[config.mk]
export PLATFORM = sky130hd
export DESIGN_NAME = alu
export DESIGN_NICKNAME = d
export VERILOG_FILES = /design/src/rtl/alu_pkg.sv /design/src/rtl/alu_flag_gen.sv /design/src/rtl/alu.sv
export SDC_FILE = /design/constraint.sdc
export NUM_CORES = 2
export LEC_CHECK = 0
export ABC_AREA = 1
export CORE_ASPECT_RATIO = 0.6
export CORE_MARGIN = 2
export CORE_UTILIZATION = 38
export CTS_CLUSTER_DIAMETER = 30
export DETAILED_ROUTE_END_ITERATION = 16
export GPL_TIMING_DRIVEN = 0
export HOLD_SLACK_MARGIN = 0.08
export PLACE_DENSITY = 0.55
export SETUP_SLACK_MARGIN = 0.1
export SYNTH_ARGS = -nofsm -noshare
export SYNTH_HDL_FRONTEND = slang
export SYNTH_SLANG_ARGS = --single-unit
[constraint.sdc]
create_clock -name clk -period 97.7 [get_ports clk]
set_input_delay 14.655 -clock clk [delete_from_list [all_inputs] [get_ports clk]]
set_output_delay 14.655 -clock clk [all_outputs]
set_load 0.05 [all_outputs]
[src/rtl/alu_pkg.sv]
// Shared definitions for the ALU: opcode encoding and NZCV flag bit positions.
package alu_pkg;

  typedef enum logic [4:0] {
    OP_ADD  = 5'd1,
    OP_SUB  = 5'd2,
    OP_MUL  = 5'd3,
    OP_MOV  = 5'd4,
    OP_DIV  = 5'd5,
    OP_LNUM = 5'd6,
    OP_SLL  = 5'd7,
    OP_SRL  = 5'd8,
    OP_AND  = 5'd9,
    OP_OR   = 5'd10,
    OP_XOR  = 5'd11,
    OP_NOT  = 5'd12
  } alu_op_e;

  localparam int FLAG_N = 3;
  localparam int FLAG_Z = 2;
  localparam int FLAG_C = 1;
  localparam int FLAG_V = 0;

endpackage

[src/rtl/alu_flag_gen.sv]
// Combinational NZCV generation from the opcode, operand signs, the raw
// result and the per-operation carry sources. Unused opcodes yield 0000.
// Optional macro ALU_SHIFT_EN adds the shifter carry input for SLL/SRL.
module alu_flag_gen
  import alu_pkg::*;
#(
  parameter int WIDTH = 32
) (
  input  logic [4:0]       op,
  input  logic             a_sign,
  input  logic             b_sign,
  input  logic [WIDTH-1:0] res,
  input  logic             add_carry,
  input  logic             sub_no_borrow,
  input  logic [WIDTH-1:0] mul_hi,
  input  logic             div_zero,
`ifdef ALU_SHIFT_EN
  input  logic             shift_c,
`endif
  output logic [3:0]       flags
);

  logic valid;
  logic c_flag;
  logic v_flag;
  logic r_sign;

  assign r_sign = res[WIDTH-1];

  // Select C/V per operation and mask everything for unused opcodes
  always_comb begin
    valid  = 1'b1;
    c_flag = 1'b0;
    v_flag = 1'b0;
    flags  = 4'b0000;
    case (op)
      OP_ADD: begin
        c_flag = add_carry;
        v_flag = (a_sign == b_sign) && (r_sign != a_sign);
      end
      OP_SUB: begin
        c_flag = sub_no_borrow;
        v_flag = (a_sign != b_sign) && (r_sign != a_sign);
      end
      OP_MUL:  c_flag = |mul_hi;
      OP_DIV:  v_flag = div_zero;
      OP_MOV, OP_LNUM, OP_AND, OP_OR, OP_XOR, OP_NOT: ;
`ifdef ALU_SHIFT_EN
      OP_SLL, OP_SRL: c_flag = shift_c;
`endif
      default: valid = 1'b0;
    endcase
    if (valid) begin
      flags[FLAG_N] = r_sign;
      flags[FLAG_Z] = (res == '0);
      flags[FLAG_C] = c_flag;
      flags[FLAG_V] = v_flag;
    end
  end

endmodule

[src/rtl/alu.sv]
// Registered-output 32-bit ALU: combinational compute, one-cycle latency,
// a new operation accepted every cycle. Optional macro ALU_SHIFT_EN enables
// SLL (opcode 7) and SRL (opcode 8); otherwise those codes are unused.
module alu
  import alu_pkg::*;
#(
  parameter int WIDTH = 32
) (
  input  logic             clk,
  input  logic             rst_n,
  input  logic [4:0]       alu_ctrl,
  input  logic [WIDTH-1:0] srcA,
  input  logic [WIDTH-1:0] srcB,
  output logic [WIDTH-1:0] result,
  output logic [3:0]       alu_flags
);

  logic [WIDTH:0]       add_ext;
  logic [WIDTH-1:0]     sub_res;
  logic                 sub_no_borrow;
  logic [2*WIDTH-1:0]   prod;
  logic                 div_zero;
  logic [WIDTH-1:0]     res_p0;
  logic [3:0]           flags_p0;
  logic [WIDTH-1:0]     result_p1;
  logic [3:0]           flags_p1;

  assign add_ext       = {1'b0, srcA} + {1'b0, srcB};
  assign sub_res       = srcA - srcB;
  assign sub_no_borrow = (srcA >= srcB);
  assign prod          = {{WIDTH{1'b0}}, srcA} * {{WIDTH{1'b0}}, srcB};
  assign div_zero      = (srcB == '0);

`ifdef ALU_SHIFT_EN
  logic [WIDTH:0] sll_ext;
  logic [WIDTH:0] srl_ext;

  // The extra bit catches the last bit shifted out; it stays 0 for a zero shift
  assign sll_ext = {1'b0, srcA} << srcB[4:0];
  assign srl_ext = {srcA, 1'b0} >> srcB[4:0];
`endif

  // Stage p0: operation decode and raw result selection
  always_comb begin
    res_p0 = '0;
    case (alu_ctrl)
      OP_ADD:  res_p0 = add_ext[WIDTH-1:0];
      OP_SUB:  res_p0 = sub_res;
      OP_MUL:  res_p0 = prod[WIDTH-1:0];
      OP_MOV:  res_p0 = srcA;
      OP_DIV:  res_p0 = div_zero ? '1 : (srcA / srcB);
      OP_LNUM: begin
        if (srcB == WIDTH'(1))      res_p0 = {{(WIDTH-8){1'b0}}, srcA[WIDTH-1 -: 8]};
        else if (srcB == WIDTH'(2)) res_p0 = {{(WIDTH-8){1'b0}}, srcA[WIDTH-9 -: 8]};
        else if (srcB == WIDTH'(3)) res_p0 = {{(WIDTH-8){1'b0}}, srcA[WIDTH-17 -: 8]};
        else if (srcB == WIDTH'(4)) res_p0 = {{(WIDTH-8){1'b0}}, srcA[7:0]};
        else                        res_p0 = '0;
      end
`ifdef ALU_SHIFT_EN
      OP_SLL:  res_p0 = sll_ext[WIDTH-1:0];
      OP_SRL:  res_p0 = srl_ext[WIDTH:1];
`endif
      OP_AND:  res_p0 = srcA & srcB;
      OP_OR:   res_p0 = srcA | srcB;
      OP_XOR:  res_p0 = srcA ^ srcB;
      OP_NOT:  res_p0 = ~srcA;
      default: res_p0 = '0;
    endcase
  end

`ifdef ALU_SHIFT_EN
  logic shift_c;
  assign shift_c = (alu_ctrl == OP_SLL) ? sll_ext[WIDTH] : srl_ext[0];
`endif

  alu_flag_gen #(.WIDTH(WIDTH)) u_flag_gen (
    .op            (alu_ctrl),
    .a_sign        (srcA[WIDTH-1]),
    .b_sign        (srcB[WIDTH-1]),
    .res           (res_p0),
    .add_carry     (add_ext[WIDTH]),
    .sub_no_borrow (sub_no_borrow),
    .mul_hi        (prod[2*WIDTH-1:WIDTH]),
    .div_zero      (div_zero),
`ifdef ALU_SHIFT_EN
    .shift_c       (shift_c),
`endif
    .flags         (flags_p0)
  );

  // Stage p1: output register; reset discards the op presented on that edge
  always_ff @(posedge clk) begin
    if (!rst_n) begin
      result_p1 <= '0;
      flags_p1  <= 4'b0000;
    end else begin
      result_p1 <= res_p0;
      flags_p1  <= flags_p0;
    end
  end

  assign result    = result_p1;
  assign alu_flags = flags_p1;

endmodule

==> out/qor.txt <==
ratio of cells with drive above 1 in the final layout -> 5.96%
number of flops mapped to enable cells by yosys -> 0
Rows -> 122
CTS tree -> yes
DP HPWL -> 269000 um
Required @ worst endpoint -> 97.91 ns
synth unique cells -> 101
WS Path Type -> primary input to flip-flop
flops & latches, synth -> 36
Avg Cell Area, Syn -> 6.75 um2
setup TNS -> 0 ns
wire length per cell -> 24.3 um
most common cell in the netlist -> nand2_1
clk buf depth -> 2
YS warnings -> 0
initial DRC count -> 8659
WP buf/inv -> 68
unrepaired setup endpoints after global routing -> false
via density per instance -> 5.38
area share of the largest cell type after synthesis -> 25.5%
synthesized area -> 70500 um2
clock tree sinks -> 36
synth top area cells -> fa_1 (25%), ha_1 (16%), nand2_1 (14%)
Gate Count Post-Synth -> 10400
period utilization -> 94.2%
1st-pass router iterations -> 6
antenna violations before repair -> 22
# H-tree levels -> 2
Hold Fails Final Rpt -> 0
Die H -> 338 um
Routed WL -> 318000 um
die area -> 189000 um2
vias in the first global route -> 65600
CP Max Fanout -> 10
top cells by count, synth -> nand2_1 (2617), inv_1 (2467), fa_1 (898)
GPL Wtd Cong -> 1.03
CP top delay family -> compound AO/OA/AOI/OAI gates
FFs w/ async S/R, synth -> 0%
IO Port Bufs -> 105
Final min period -> 92.00 ns
cell taking the most area after synthesis -> fa_1
fmax -> 0.0109 GHz
Hold Crit Depth -> 3
Worst Hold Class -> primary input to flip-flop
most used cell along the critical path -> nand2_1
core footprint -> 184000 um2
fin. max-slew vios -> 66
via count -> 70300
failing checks -> capacitance limit, slew limit
largest net degree at the start of global routing -> 27
Slew Limit Headroom -> -5.56%
Critical Path Sink Type -> flip-flop
crit path DAT -> 92.21 ns
CTS Buf Count -> 5
Max stage delay on crit path -> 0.69 ns
Slowest-stage cell, CP -> clkbuf_1
Die W -> 560 um
Worst setup SP type -> primary input
Post-Syn Nets -> 12300
top sig layer -> met5
M1 WL -> 152000 um
Initial Utilization -> 38.2%
worst slew pin tran -> 1.58 ns
Area Overhead vs Synth -> 6.88%
maxcap violations -> 7
Routed Antenna Nets -> 0
NumNets Final -> 12400
endpoints failing setup -> 0
post-synthesis sequential area ratio -> 1.02%
status -> finished with violations
Main synth FF type -> dfxtp_1
GRT overflow -> 0
WL met3 -> 44000 um
first-pass GRT wire length -> 457000 um
clock tree root buffer cell -> clkbuf_16
Clk pin slew, worst setup/hold paths -> 0.06 ns
residual DRC count -> 0
fillers -> 19800
Worst path depth -> 491
gr usage total -> 33.0%
met2 wire len -> 114000 um
I/O pins -> 107
## flip-flops by register name, summed over array words and instances, names as in the netlist
signal	cells
alu_flags	4
result	32
## path summary, 6_finish.rpt
kind | startpoint | end | slack, ns
setup / recovery | srcA[13] | alu_flags[2]$_SDFF_PN0_ | 5.70
hold / removal | rst_n | result[3]$_SDFF_PN0_ | 14.89
## repair_timing
action,in CTS,in global routing
resized for setup,0,100
endpoints found under the setup margin,0,3
hold buffers,0,0
buffers inserted,0,2
## per-stage QoR
step / std cells / hold slack (ns) / setup WS (ns) / utilization, % / instance area [um2]
2_1_floorplan: 10400 / 14.97 / 23.48 / - / 70500
3_3_place_gp: 13000 / 15.19 / 3.61 / 40.5 / 74700
3_5_place_dp: 13000 / 15.21 / 3.90 / 40.6 / 74900
4_1_cts: 13000 / 14.89 / 3.95 / 40.7 / 75100
5_1_grt: 13100 / 14.93 / 0.0984 / 40.9 / 75300
6_report: 13100 / 14.89 / 5.70 / 40.9 / 75300
## kinds of logic after synthesis
kind of cell	count (synthesis)	synth area share (%)
multiplexers	14	0.217
AO/OA/AOI/OAI	1444	12.4
flip-flops	36	1.02
XOR/XNOR	411	5.11
AND/OR/NAND/NOR	3813	23.3
buffers and inverters	2935	16.7
adder cells (fa/ha/maj)	1788	41.3
## metal layers
| layer | global-route usage, % | vias to the layer above |
|---|---|---|
| met3 | 9.93 | 331 |
| met2 | 42.7 | 3763 |
| li1 | - | 32200 |
| met4 | 6.52 | 16 |
| met5 | 0 | - |
| met1 | 52.1 | 33900 |
## layout by cell type (no fill, tap or decap), types with 47 or more instances in the layout
cell type	n
nand3_1	263
clkdlybuf4s50_1	103
ha_1	890
inv_2	61
fa_1	898
nand4_1	62
o21bai_1	47
inv_1	2449
nand2_2	68
nand2_1	2615
a21oi_1	598
nand3_2	83
o21ai_0	311
clkbuf_1	251
or2_2	60
xor2_1	268
xnor2_1	143
o21ai_1	72
nor3_1	106
nor2_1	396
## final cells by class
| class | count | area (um2) | share of cell area (%) |
|---|---|---|---|
| Clock buffer | 6 | 129 | 0.171 |
| Timing Repair Buffer | 121 | 1330 | 1.77 |
| Inverter | 2539 | 9630 | 12.8 |
| Sequential cell | 36 | 721 | 0.956 |
| Tap cell | 2480 | 3100 | 4.12 |
| Antenna cell | 10 | 25.0 | 0.0332 |
| Clock inverter | 2 | 35.0 | 0.0465 |
| Buffer | 396 | 2170 | 2.88 |
| Multi-Input combinational cell | 7470 | 58200 | 77.3 |
Power is not shown: default switching activity piles up to over one toggle a cycle in this logic, so the estimate is an artifact.
